## config.mk

```make
export PLATFORM = sky130hd
export DESIGN_NAME = reaction_game_ctrl
export DESIGN_NICKNAME = d
export VERILOG_FILES = /design/src/rtl/reaction_game_pkg.sv /design/src/rtl/reaction_game_press_detect.sv /design/src/rtl/reaction_game_ctrl.sv
export SDC_FILE = /design/constraint.sdc
export NUM_CORES = 1
export LEC_CHECK = 0
export CAP_MARGIN = 20
export CORE_MARGIN = 5
export CORE_UTILIZATION = 40
export CTS_CLUSTER_SIZE = 40
export DETAILED_ROUTE_END_ITERATION = 8
export SLEW_MARGIN = 5
export SYNTH_ARGS = -nofsm -noshare
export SYNTH_HDL_FRONTEND = slang
export SYNTH_HIERARCHICAL = 1
export SYNTH_SLANG_ARGS = --single-unit
```

## constraint.sdc

```tcl
create_clock -name clk -period 5.3 [get_ports clk]
set_input_delay 0.795 -clock clk [delete_from_list [all_inputs] [get_ports clk]]
set_output_delay 0.795 -clock clk [all_outputs]
set_load 0.01 [all_outputs]
```

## src/rtl/reaction_game_pkg.sv

```systemverilog
// Shared types, segment codes and helpers for the reaction game controller.
package reaction_game_pkg;

  typedef enum logic [2:0] {
    ST_IDLE,
    ST_COUNTDOWN,
    ST_WAIT_GO,
    ST_MEASURE,
    ST_RESULT,
    ST_DISQUAL
  } state_e;

  // Four BCD digits, index 0 is the least-significant digit.
  typedef logic [3:0][3:0] bcd_t;

  // Active-low segment codes, bit order {g,f,e,d,c,b,a}.
  localparam logic [6:0] SEG_BLANK = 7'h7F;
  localparam logic [6:0] SEG_DASH  = 7'h3F;
  localparam logic [6:0] SEG_0     = 7'h40;
  localparam logic [6:0] SEG_1     = 7'h79;
  localparam logic [6:0] SEG_2     = 7'h24;
  localparam logic [6:0] SEG_3     = 7'h30;
  localparam logic [6:0] SEG_4     = 7'h19;
  localparam logic [6:0] SEG_5     = 7'h12;
  localparam logic [6:0] SEG_6     = 7'h02;
  localparam logic [6:0] SEG_7     = 7'h78;
  localparam logic [6:0] SEG_8     = 7'h00;
  localparam logic [6:0] SEG_9     = 7'h10;
  localparam logic [6:0] SEG_D     = 7'h21;
  localparam logic [6:0] SEG_I     = 7'h7B;
  localparam logic [6:0] SEG_S     = 7'h12;

  localparam logic [15:0] LFSR_SEED = 16'hACE1;

  // Decimal digit to segment code; anything above 9 shows blank.
  function automatic logic [6:0] seg_digit(input logic [3:0] d);
    case (d)
      4'd0:    return SEG_0;
      4'd1:    return SEG_1;
      4'd2:    return SEG_2;
      4'd3:    return SEG_3;
      4'd4:    return SEG_4;
      4'd5:    return SEG_5;
      4'd6:    return SEG_6;
      4'd7:    return SEG_7;
      4'd8:    return SEG_8;
      4'd9:    return SEG_9;
      default: return SEG_BLANK;
    endcase
  endfunction

  // Fibonacci LFSR, taps 16,14,13,11, shifting towards bit 0.
  function automatic logic [15:0] lfsr_next(input logic [15:0] v);
    return {v[0] ^ v[2] ^ v[3] ^ v[5], v[15:1]};
  endfunction

  // Ripple-carry BCD increment; 9999 wraps to 0000 (callers saturate first).
  function automatic bcd_t bcd_inc(input bcd_t b);
    bcd_t r;
    logic carry;
    r     = b;
    carry = 1'b1;
    for (int i = 0; i < 4; i++) begin
      if (carry) begin
        if (b[i] == 4'd9) begin
          r[i] = 4'd0;
        end else begin
          r[i]  = b[i] + 4'd1;
          carry = 1'b0;
        end
      end
    end
    return r;
  endfunction

  // BCD count to binary milliseconds.
  function automatic logic [13:0] bcd_to_bin(input bcd_t b);
    return 14'(b[3]) * 14'd1000 + 14'(b[2]) * 14'd100 +
           14'(b[1]) * 14'd10   + 14'(b[0]);
  endfunction

endpackage

```

## src/rtl/reaction_game_press_detect.sv

```systemverilog
// Player button conditioning: 2-flop synchronizer, falling-edge detect and
// a re-trigger lockout counted in ms_ticks after each accepted press.
module reaction_game_press_detect
  import reaction_game_pkg::*;
#(
  parameter int unsigned LOCKOUT_MS = 20
) (
  input  logic clk,
  input  logic reset_n,
  input  logic ms_tick,
  input  logic key_n,
  output logic press
);

  localparam int unsigned LW = $clog2(LOCKOUT_MS + 2);
  localparam logic [LW-1:0] LOCK_LOAD = LW'(LOCKOUT_MS);

  logic [1:0]    sync_q, sync_d;
  logic          prev_q, prev_d;
  logic [LW-1:0] lock_q, lock_d;
  logic          fall;

  // Synchronized high-to-low transition, qualified by the lockout.
  assign fall  = prev_q & ~sync_q[1];
  assign press = fall & (lock_q == '0);

  // Next-state: shift the pin in, remember the last synced level, run lockout.
  always_comb begin
    // NOTE: every signal written here gets a default first so no latch is inferred.
    sync_d = {sync_q[0], key_n};
    prev_d = sync_q[1];
    lock_d = lock_q;
    if (press) begin
      lock_d = LOCK_LOAD;
    end else if (ms_tick && (lock_q != '0)) begin
      lock_d = lock_q - LW'(1);
    end
  end

  // State registers; released button level is the reset value.
  always_ff @(posedge clk) begin
    // NOTE: sequential state is updated with non-blocking assignments only.
    if (!reset_n) begin
      sync_q <= 2'b11;
      prev_q <= 1'b1;
      lock_q <= '0;
    end else begin
      sync_q <= sync_d;
      prev_q <= prev_d;
      lock_q <= lock_d;
    end
  end

endmodule

```

## src/rtl/reaction_game_ctrl.sv

```systemverilog
// Reaction-time game: countdown, random hold-off, timed reaction in BCD ms,
// 4-digit 7-segment display with registered outputs.
module reaction_game_ctrl
  import reaction_game_pkg::*;
#(
  parameter int unsigned COUNTDOWN_MS  = 3000,
  parameter int unsigned DELAY_BASE_MS = 1000,
  parameter int unsigned LOCKOUT_MS    = 20
) (
  input  logic        clk,
  input  logic        reset_n,
  input  logic        ms_tick,
  input  logic        start,
  input  logic        key_n,
  output logic        go_led,
  output logic [6:0]  hex0,
  output logic [6:0]  hex1,
  output logic [6:0]  hex2,
  output logic [6:0]  hex3,
  output logic        result_valid,
  output logic [13:0] result_ms
);

  localparam logic [3:0]  CD_SECS    = 4'(COUNTDOWN_MS / 1000);
  localparam logic [15:0] DELAY_BASE = 16'(DELAY_BASE_MS);

  state_e           state_q, state_d;
  logic [15:0]      ms_cnt_q, ms_cnt_d;
  logic [3:0]       sec_q, sec_d;
  logic [15:0]      hold_q, hold_d;
  bcd_t             bcd_q, bcd_d;
  bcd_t             bcd_nxt;
  logic [15:0]      lfsr_q, lfsr_d;
  logic             go_led_q, go_led_d;
  logic             result_valid_q, result_valid_d;
  logic [13:0]      result_ms_q, result_ms_d;
  logic [3:0][6:0]  hex_q, hex_d;
  logic             press;

  reaction_game_press_detect #(
    .LOCKOUT_MS(LOCKOUT_MS)
  ) u_press (
    .clk     (clk),
    .reset_n (reset_n),
    .ms_tick (ms_tick),
    .key_n   (key_n),
    .press   (press)
  );

  assign bcd_nxt = bcd_inc(bcd_q);
  assign lfsr_d  = lfsr_next(lfsr_q);

  // Round sequencing. A press always wins over a same-cycle tick, so the
  // count freezes at its pre-tick value and a press at hold-off expiry
  // disqualifies.
  always_comb begin
    state_d  = state_q;
    ms_cnt_d = ms_cnt_q;
    sec_d    = sec_q;
    hold_d   = hold_q;
    bcd_d    = bcd_q;
    case (state_q)
      ST_IDLE, ST_RESULT, ST_DISQUAL: begin
        if (start) begin
          state_d  = ST_COUNTDOWN;
          ms_cnt_d = '0;
          sec_d    = CD_SECS;
        end
      end
      ST_COUNTDOWN: begin
        if (press) begin
          state_d = ST_DISQUAL;
        end else if (ms_tick) begin
          if (ms_cnt_q == 16'd999) begin
            ms_cnt_d = '0;
            if (sec_q <= 4'd1) begin
              state_d = ST_WAIT_GO;
              hold_d  = DELAY_BASE + 16'(lfsr_q[9:0]);
            end else begin
              sec_d = sec_q - 4'd1;
            end
          end else begin
            ms_cnt_d = ms_cnt_q + 16'd1;
          end
        end
      end
      ST_WAIT_GO: begin
        if (press) begin
          state_d = ST_DISQUAL;
        end else if (ms_tick) begin
          if ((ms_cnt_q + 16'd1) >= hold_q) begin
            state_d  = ST_MEASURE;
            ms_cnt_d = '0;
            bcd_d    = '0;
          end else begin
            ms_cnt_d = ms_cnt_q + 16'd1;
          end
        end
      end
      ST_MEASURE: begin
        if (press) begin
          state_d = ST_RESULT;
        end else if (ms_tick) begin
          bcd_d = bcd_nxt;
          if (bcd_nxt == 16'h9999) begin
            state_d = ST_RESULT;
          end
        end
      end
      default: state_d = ST_IDLE;
    endcase
  end

  // Output decode from the current state/count; registered below.
  always_comb begin
    hex_d = {4{SEG_BLANK}};
    case (state_q)
      ST_IDLE:      hex_d = {4{SEG_DASH}};
      ST_COUNTDOWN: hex_d[0] = seg_digit(sec_q);
      ST_MEASURE, ST_RESULT: begin
        for (int i = 0; i < 4; i++) begin
          hex_d[i] = seg_digit(bcd_q[i]);
        end
      end
      ST_DISQUAL: begin
        hex_d[2] = SEG_D;
        hex_d[1] = SEG_I;
        hex_d[0] = SEG_S;
      end
      default: hex_d = {4{SEG_BLANK}};
    endcase
    go_led_d       = (state_q == ST_MEASURE);
    result_valid_d = (state_q == ST_RESULT);
    result_ms_d    = (state_q == ST_RESULT) ? bcd_to_bin(bcd_q) : result_ms_q;
  end

  // All state, LFSR and output registers.
  always_ff @(posedge clk) begin
    if (!reset_n) begin
      state_q        <= ST_IDLE;
      ms_cnt_q       <= '0;
      sec_q          <= '0;
      hold_q         <= '0;
      bcd_q          <= '0;
      lfsr_q         <= LFSR_SEED;
      go_led_q       <= 1'b0;
      result_valid_q <= 1'b0;
      result_ms_q    <= '0;
      hex_q          <= {4{SEG_BLANK}};
    end else begin
      state_q        <= state_d;
      ms_cnt_q       <= ms_cnt_d;
      sec_q          <= sec_d;
      hold_q         <= hold_d;
      bcd_q          <= bcd_d;
      lfsr_q         <= lfsr_d;
      go_led_q       <= go_led_d;
      result_valid_q <= result_valid_d;
      result_ms_q    <= result_ms_d;
      hex_q          <= hex_d;
    end
  end

  assign go_led       = go_led_q;
  assign result_valid = result_valid_q;
  assign result_ms    = result_ms_q;
  assign hex0         = hex_q[0];
  assign hex1         = hex_q[1];
  assign hex2         = hex_q[2];
  assign hex3         = hex_q[3];

endmodule

```

==> metrics <==
final hold slack=0.405 ns; layout cell share with drive strength beyond 1=0.0826; Max clock buf depth=2; Slew Viols, Final=0; Final Hold Vio Count=0; Placer Congestion=0.830; #FFs+latches synth=153; post-synthesis mux area share=0.0234; worst setup path endpoint=result_ms[13]$_SDFFE_PN0P_; Gate Count Post-Synth=1,028; Critical Path Start=bcd_q[13]$_SDFFE_PN0N_; met2 WL=9180 um; clock root cell=clkbuf_16; CTS tree=built; CTS buffer count=17; first-pass GRT wire length=32,500 um; fin util=0.466; main area contributors after synthesis=dfxtp_1 34%, ha_1 13%, a21oi_1 4.2%; setup TNS=0 ns; worst-path cell chain=fa_1 > inv_1 > fa_1 > inv_1 > ha_1 > a21oi_1 > nor2_1 > nor2_1 > xnor2_1 > ha_1 > ha_1 > ha_1 > a21o_1 > a31oi_1 > o21ai_0 > xnor2_1 > o21ai_0; adder-cell area share of the yosys netlist=0.173; M1 wire length=9100 um; syn nets=1,146; largest net degree at the start of global routing=53; wire length on met3=670 um; most used cell, CP=ha_1; CP Capture Type=flop; Seq/Total Area, Yosys=0.343; RR Endpoint=result_ms[13]$_SDFFE_PN0P_; xor/xnor cell area share of the yosys netlist=0.0422; Post-Place Cell Area=9650 sq um; WL final=19,100 um; starting density of the core=0.407; row count=54; RSZ-0062 raised after global routing=no; post_cts resized=0; CTS H-Tree Depth=4; worst min path class=reg -> reg; Residual DRC=0; share of the synthesized area in the top cell type=0.343; yosys warns=6; Setup violations, final=0; Max FO, Critical Path=11; syn avg cell area=8.68 sq um; worst reg-to-reg path cell count=17; clk_lat worst skew=0.43 ns; Antenna Cells=0; Post-CTS Setup Inserts=0; Global Route Usage Sum=0.151; die width=159 um; Synth Area in Simple Gates=0.197; Tcrit/Tclk final=0.836; largest area contributor in the netlist=dfxtp_1; Post-DRT Antenna Nets=0; clock sinks=153; initial antenna violation count=0; Chip Height=159 um; Max Clock Freq=0.226 GHz; area grow syn2layout=14.4%; maxcap violations=0; Port Buffer Count=48; status=finished, final reports clean; Finished Layout Cells=1,357; Worst Path Arrival=4.74 ns; Crit Path Class=reg -> reg; vias per inst=5.15; number of synthesized flops with an enable pin=0; Final nets=1,182; Cell Pwr Density=297 nW/um^2; HPWL after DPL=13,900 um; Buf/Inv on CP=2; Cell Area, Synth=8920 sq um; vias in the first global route=6,629; die area=25,400 sq um; hold_buf cts=0; r2r setup slk=0.87 ns; initial DRC count=358; startpoint types=flop; clk slew on worst S/H paths=0.07 ns; Levels on crit path=17; VDD IR-drop max=0.195 mV; Leak=4.32 nW; Clock Skews=0.00919 ns; Placed Cells=1,325; worst-margin pin slew=1.06 ns; reg2reg start=bcd_q[13]$_SDFFE_PN0N_; Core Area=21,900 sq um; ys flop type=dfxtp_1; slowest CP cell=fa_1; I/O pins=49; Vias=6,988; compound-gate portion of the synthesized area=0.167; slowest cell delay on critical path=0.71 ns; DR WL/cell=14.1 um; largest family of logic cells by synthesized area=simple AND/OR/NAND/NOR gates; Worst Path Required=5.62 ns; Slew HR=0.286; synth unique cells=73; ys async rst share=0; highest routed layer=met4; fin area=10,200 sq um; Initial DRT Pass Iterations=5; Largest delay share family, worst path=adder cells; Period minus WS final=4.43 ns; total congestion overflow=0
## kinds of logic (layout without fill, tap and decap cells)
kind of cell / count (synthesis) / after routing
simple gates: 335 / 335
compound gates: 240 / 240
flops: 153 / 153
buf+inv: 124 / 173
fa+ha+maj: 113 / 113
xor+xnor: 43 / 43
mux: 20 / 20
## power by group
part	internal [mW]	switching (mW)
combinational	0.243	0.336
clock	0.623	0.525
sequential	1.24	0.0544
## how the worst min path moves through the flow
stage | startpoint | to | slack, ns | depth (start not counted)
detailed placement | u_press/sync_q[0]$_SDFF_PN1_ | u_press/sync_q[1]$_SDFF_PN1_ | 0.39 | 1
finish | u_press/sync_q[0]$_SDFF_PN1_ | u_press/sync_q[1]$_SDFF_PN1_ | 0.41 | 1
CTS | u_press/sync_q[0]$_SDFF_PN1_ | u_press/sync_q[1]$_SDFF_PN1_ | 0.41 | 1
floorplan | lfsr_q[11]$_SDFF_PN1_ | lfsr_q[10]$_SDFF_PN1_ | 0.39 | 1
global placement | lfsr_q[14]$_SDFF_PN0_ | lfsr_q[13]$_SDFF_PN1_ | 0.39 | 1
global route | flop | hex1[1]$_SDFF_PN1_ | 0.43 | 1
## synth_stat cells (9+ instances only)
cell        n
dfxtp_1   153
ha_1       96
nand2_1    89
inv_1      82
nor2_1     78
a21oi_1    75
o21ai_0    58
clkbuf_1   33
xnor2_1    27
nand3_1    24
nand2b_1   22
nor3_1     21
or2_2      19
fa_1       17
o21a_1     16
xor2_1     16
mux2i_1    15
a211oi_1   12
and2_1     12
nor2b_1    12
a21o_1      9
a22oi_1     9
## layer usage
| metal | GRT usage | vias up |
|---|---|---|
| li1 | - | 3613 |
| met1 | 0.201 | 3266 |
| met2 | 0.249 | 95 |
| met3 | 0.0342 | 14 |
| met4 | 0.0368 | 0 |
| met5 | 0 | - |
## per-stage QoR
step	worst slack [ns]	power (mW)
4_1_cts	0.829	3.06
2_1_floorplan	1.17	1.74
5_1_grt	0.459	3.18
6_report	0.871	3.03
3_3_place_gp	0.983	1.90
3_5_place_dp	0.850	1.90
## worst register-to-register path: stages, from the launching register on
cell and delay [ns]:
dfxtp_1 0.43, fa_1 0.71, inv_1 0.10, fa_1 0.50, inv_1 0.04, ha_1 0.32, a21oi_1 0.16, nor2_1 0.05
nor2_1 0.15, xnor2_1 0.16, ha_1 0.26, ha_1 0.29, ha_1 0.35, a21o_1 0.19, a31oi_1 0.20, o21ai_0 0.15
xnor2_1 0.16, o21ai_0 0.08
## layout by cell type (no fill, tap or decap), drive strengths merged, types with 16 or more instances in the layout
cell type	n
inv	88
fa	17
or2	19
nor3	23
o21a	16
o21ai	66
nor2	81
clkdlybuf4s50	47
a21oi	78
mux2i	16
xnor2	27
clkbuf	19
xor2	16
nand3	25
dfxtp	153
nand2	89
nand2b	22
ha	96
## cell type report
type | instances | area (sq um)
multi-input cells | 751 | 5370
flip-flops and latches | 153 | 3060
clock buffers | 19 | 443
inverters | 82 | 308
clock inverters | 13 | 109
repair buffers | 59 | 556
well taps | 280 | 350
fillers | 2119 | 11700
No activity file was read; power rests on OpenSTA's default activity.
